<file path="config.mk">
export PLATFORM = sky130hd
export DESIGN_NAME = ov7670_capture
export DESIGN_NICKNAME = d
export VERILOG_FILES = /design/src/rtl/ov7670_pkg.sv /design/src/rtl/sync_edge.sv /design/src/rtl/ov7670_capture.sv
export SDC_FILE = /design/constraint.sdc
export NUM_CORES = 1
export LEC_CHECK = 0
export BUFFER_PORTS_ARGS = -buffer_cell sky130_fd_sc_hd__clkbuf_2
export CAP_MARGIN = 30
export CORE_MARGIN = 1
export CORE_UTILIZATION = 35
export CTS_BUF_LIST = sky130_fd_sc_hd__clkbuf_4 sky130_fd_sc_hd__clkbuf_8
export CTS_CLUSTER_SIZE = 25
export DETAILED_ROUTE_END_ITERATION = 6
export PLACE_DENSITY_LB_ADDON = 0.25
export SYNTH_ARGS = -nofsm -noshare
export SYNTH_HDL_FRONTEND = slang
export SYNTH_HIERARCHICAL = 1
export SYNTH_SLANG_ARGS = --single-unit
</file>
<file path="constraint.sdc">
create_clock -name clk24 -period 3.6 [get_ports clk24]
set_clock_uncertainty 0.2 [all_clocks]
set_input_delay 0.18 -clock clk24 [delete_from_list [all_inputs] [get_ports clk24]]
set_output_delay 0.18 -clock clk24 [all_outputs]
set_load 0.05 [all_outputs]
</file>
<file path="src/rtl/ov7670_pkg.sv">
// Shared types and default geometry for the OV7670 capture path.
// The frame-buffer address map is row-major, with address 0 at the top-left pixel.
package ov7670_pkg;
  localparam int HREZ_DEF     = 640;
  localparam int VREZ_DEF     = 480;
  localparam int ADDR_W_DEF   = 19;
  localparam int FRAME_PIXELS = HREZ_DEF * VREZ_DEF;

  typedef enum logic [1:0] {
    WAIT_VS = 2'd0,
    WAIT_FR = 2'd1,
    FRAME   = 2'd2
  } cap_state_t;
endpackage

</file>
<file path="src/rtl/sync_edge.sv">
// Two-flop synchronizer with a third flop for edge detection.
// Level, rise and fall all come from the same aligned stage.
module sync_edge (
  input  logic clk_i,
  input  logic rst_ni,
  input  logic d_i,
  output logic level_o,
  output logic rise_o,
  output logic fall_o
);
  logic [2:0] sync_q;

  always_ff @(posedge clk_i or negedge rst_ni) begin
    if (!rst_ni) sync_q <= '0;
    else         sync_q <= {sync_q[1:0], d_i};
  end

  assign level_o = sync_q[1];
  assign rise_o  = sync_q[1] & ~sync_q[2];
  assign fall_o  = ~sync_q[1] & sync_q[2];
endmodule

</file>
<file path="src/rtl/ov7670_capture.sv">
// Oversamples the OV7670 pixel bus in the clk24 domain and keeps the Y bytes of the YUV422 stream.
// Each kept byte is written to the frame buffer as a 4-bit grey pixel.
module ov7670_capture
  import ov7670_pkg::*;
#(
  parameter int HREZ   = HREZ_DEF,
  parameter int VREZ   = VREZ_DEF,
  parameter int ADDR_W = ADDR_W_DEF
) (
  input  logic              clk24,
  input  logic              rst_n,
  input  logic              capture_en,
  input  logic              cam_pclk,
  input  logic              cam_vsync,
  input  logic              cam_href,
  input  logic [7:0]        cam_data,
  output logic              frame_we,
  output logic [ADDR_W-1:0] frame_waddr,
  output logic [3:0]        frame_wdata,
  output logic              frame_done,
  output logic              overflow,
  output cap_state_t        dbg_state
);
  localparam int NPIX  = HREZ * VREZ;
  localparam int CNT_W = ADDR_W + 1;

  logic pclk_lvl, pclk_rise, pclk_fall;
  logic vs_lvl, vs_rise, vs_fall;
  logic href_lvl, href_rise, href_fall;
  logic unused_sync;

  sync_edge u_sync_pclk (.clk_i(clk24), .rst_ni(rst_n), .d_i(cam_pclk),
                         .level_o(pclk_lvl), .rise_o(pclk_rise), .fall_o(pclk_fall));
  sync_edge u_sync_vs   (.clk_i(clk24), .rst_ni(rst_n), .d_i(cam_vsync),
                         .level_o(vs_lvl), .rise_o(vs_rise), .fall_o(vs_fall));
  sync_edge u_sync_href (.clk_i(clk24), .rst_ni(rst_n), .d_i(cam_href),
                         .level_o(href_lvl), .rise_o(href_rise), .fall_o(href_fall));

  assign unused_sync = &{pclk_lvl, pclk_fall, href_rise, href_fall};

  cap_state_t        state_q, state_d;
  logic [CNT_W-1:0]  cnt_q, cnt_d;
  logic              phase_q, phase_d;
  logic              ovf_q, ovf_d;
  logic              done_q, done_d;
  logic              wr_q, wr_d;
  logic [ADDR_W-1:0] wr_addr_q, wr_addr_d;
  logic [3:0]        wr_data_q, wr_data_d;
  logic [7:0]        data_s1_q, data_s2_q;
  logic              we_q;
  logic [ADDR_W-1:0] waddr_q;
  logic [3:0]        wdata_q;

  always_ff @(posedge clk24 or negedge rst_n) begin
    if (!rst_n) begin
      state_q   <= WAIT_VS;
      cnt_q     <= '0;
      phase_q   <= 1'b0;
      ovf_q     <= 1'b0;
      done_q    <= 1'b0;
      wr_q      <= 1'b0;
      wr_addr_q <= '0;
      wr_data_q <= '0;
      data_s1_q <= '0;
      data_s2_q <= '0;
      we_q      <= 1'b0;
      waddr_q   <= '0;
      wdata_q   <= '0;
    end else begin
      state_q   <= state_d;
      cnt_q     <= cnt_d;
      phase_q   <= phase_d;
      ovf_q     <= ovf_d;
      done_q    <= done_d;
      wr_q      <= wr_d;
      wr_addr_q <= wr_addr_d;
      wr_data_q <= wr_data_d;
      data_s1_q <= cam_data;
      data_s2_q <= data_s1_q;
      // A write already in flight is dropped if capture is switched off under it.
      we_q      <= wr_q & capture_en;
      if (wr_q && capture_en) begin
        waddr_q <= wr_addr_q;
        wdata_q <= wr_data_q;
      end
    end
  end

  always_comb begin
    state_d   = state_q;
    cnt_d     = cnt_q;
    phase_d   = phase_q;
    ovf_d     = ovf_q;
    done_d    = 1'b0;
    wr_d      = 1'b0;
    wr_addr_d = wr_addr_q;
    wr_data_d = wr_data_q;
    if (!capture_en) begin
      state_d = WAIT_VS;
    end else begin
      case (state_q)
        WAIT_VS: if (vs_lvl) state_d = WAIT_FR;
        WAIT_FR: begin
          if (vs_fall) begin
            state_d = FRAME;
            cnt_d   = '0;
            ovf_d   = 1'b0;
            phase_d = 1'b0;
          end
        end
        FRAME: begin
          // The end of the frame takes priority over a byte arriving in the same cycle.
          if (vs_rise) begin
            state_d = WAIT_FR;
            done_d  = 1'b1;
          end else if (!href_lvl) begin
            phase_d = 1'b0;
          end else if (pclk_rise) begin
            phase_d = ~phase_q;
            if (!phase_q) begin
              if (cnt_q == CNT_W'(NPIX)) begin
                ovf_d = 1'b1;
              end else begin
                wr_d      = 1'b1;
                wr_addr_d = cnt_q[ADDR_W-1:0];
                wr_data_d = data_s2_q[7:4];
                cnt_d     = cnt_q + 1'b1;
              end
            end
          end
        end
        default: state_d = WAIT_VS;
      endcase
    end
  end

  assign frame_we    = we_q;
  assign frame_waddr = waddr_q;
  assign frame_wdata = wdata_q;
  assign frame_done  = done_q;
  assign overflow    = ovf_q;
  assign dbg_state   = state_q;
endmodule
</file>
==> impl_metrics.ini <==
[die]
die_area_sq_um = 10900
rows = 37
initial_core_util_pct = 35.9
die_x_um = 104
die_y_um = 104
core_area_sq_um = 10200
io_pins = 42

[setup_path]
critPathKind = flip-flop to flip-flop
worstPathArrival_ps = 2560
crit_path_start_kind = flip-flop
worst_ep_required_time_ps = 3660
critical_path.endpoint_type = flip-flop
worst-path-max-fanout = 53

[global_route]
antenna_found_initial = 0
grt_pass1_vias = 2427
grt_pass1_wl_um = 11800
grt-ovfl-total = 0
grt_util_all_layers_pct = 13.3
grt_max_degree = 79

[cts]
htree_levels = 3
numCtsBuffers = 9
clock_latency_ps = 350
root_buffer = clkbuf_8
cts_num_sinks = 89
cts_tree = yes
cts_resized = 0
postCtsSetupBuffers = 0
clock_path_buffers = 2
clkSlewWorstSetupHoldPaths_ps = 90

[run]
max_cap_violations = 0

[worst_hold_path]
hold_class = primary input to async pin

[routing]
dr.first_iter.drc_count = 98
dr.pass1.iters = 4
ant_nets = 0
vias = 2446
via_per_inst = 4.80
wire_per_inst_um = 12.8
routed_wl_um = 6540
drc = 0

[layout]
drive_gt1_share_pct = 23.5
final_common_cell = dfrtp_1
nets = 385
antenna_cells = 0
final_cell_mix = 89 x dfrtp_1, 76 x nand2_1, 36 x clkbuf_2, 23 x mux2_2, 19 x a31oi_1
area_growth_pct = 16.1
stdcell_area_sq_um = 4260

[sta]
rsz0062_at_grt = false
finalHoldViolCount = 0
max_slew_margin_pct = 44.2
worstMarginPinSlew_ps = 835
fin_crit_ps = 2500
finalSetupViolCount = 0
worst_hold_slack_ps = 35.9
setup_tns_ps = 0
setup_ws_ps = 1100
final.period_utilization_pct = 69.4
drv_slew = 0
clock.fmax_mhz = 401

[placement]
detailedPlace.worstSlack_ps = 1120
place_area_sq_um = 3940
hpwl_um = 4080
io_buffers = 37
gp_congestion = 0.753

[synth]
syn_nets = 342
syn_area_per_cell_sq_um = 11.3
synth_cells = 326
synthesis.area_sq_um = 3670
yosysWarningCount = 6

[pwr]
ir_drop_v = 0.000148
power_density_nw_per_um2 = 421
power_leakage_nw = 2.11
finalPower_mw = 1.79

[run_status]
status = finished clean
-- per-layer routing --
layer / routed length (um) / GRT usage (%) / up-vias / share of wire [%]
met5: 0 / 0 / - / 0
met4: 67 / 5.82 / 0 / 1.0
met3: 272 / 3.13 / 5 / 4.2
met2: 3010 / 20.8 / 58 / 46
met1: 3180 / 17.6 / 1164 / 49
li1: - / - / 1219 / -
-- path summary, 6_finish.rpt --
check | start | end | slack [ps] | depth (start not counted)
setup / recovery | dbg_state[0] | cnt_q[12] | 1100 | 6
hold / removal | rst_n | frame_wdata[0] | 40 | 2
setup reg to reg | dbg_state[0] | cnt_q[12] | 1100 | 6
hold reg to reg | u_sync_vs/sync_q[0] | u_sync_vs/sync_q[1] | 150 | 0
max in group asynchronous | rst_n | overflow | 2590 | 3
min in group clk24 | u_sync_vs/sync_q[0] | u_sync_vs/sync_q[1] | 150 | 0
-- worst max-delay path, cell delays in order (launching register included) --
cell	delay, ps
dfrtp_1	460
nand2b_1	260
nor4b_4	360
o21ai_2	110
inv_2	620
o21ai_0	190
a31oi_1	210
-- power breakdown --
| part | internal [mW] | switching [mW] |
|---|---|---|
| combinational | 0.0286 | 0.0444 |
| clock | 0.341 | 0.356 |
| sequential | 1.01 | 0.00974 |
-- final cells by class --
| type | instances | area, sq um |
|---|---|---|
| inverter | 5 | 18.8 |
| tap | 136 | 170 |
| clock buffer | 10 | 138 |
| multi-input combinational | 214 | 1310 |
| sequential | 89 | 2230 |
| timing repair buffer | 50 | 335 |
| clock inverter | 6 | 66.3 |
| fill | 990 | 5970 |
-- sequential cells by signal, indices dropped and copies added (netlist names) --
signal,flops
wr_addr_q,19
u_sync_vs/sync_q,3
frame_waddr,19
u_sync_href/sync_q,2
frame_wdata,4
wr_q,1
overflow,1
u_sync_pclk/sync_q,3
data_s1_q,4
dbg_state,2
cnt_q,20
data_s2_q,4
phase_q,1
frame_done,1
wr_data_q,4
frame_we,1
-- through the flow --
step / utilization, % / cells
5_1_grt: 41.6 / 510
4_1_cts: 41.4 / 509
3_5_place_dp: 38.5 / 484
3_3_place_gp: 38.4 / 483
2_1_floorplan: - / 326
6_report: 41.6 / 510
-- repair_timing --
item                                   4_1_cts  5_1_grt
setup endpoints to repair                    0        0
endpoints found under the hold margin       87        0
hold buffers                                 9        0
Power figures use the tool's default switching activity.
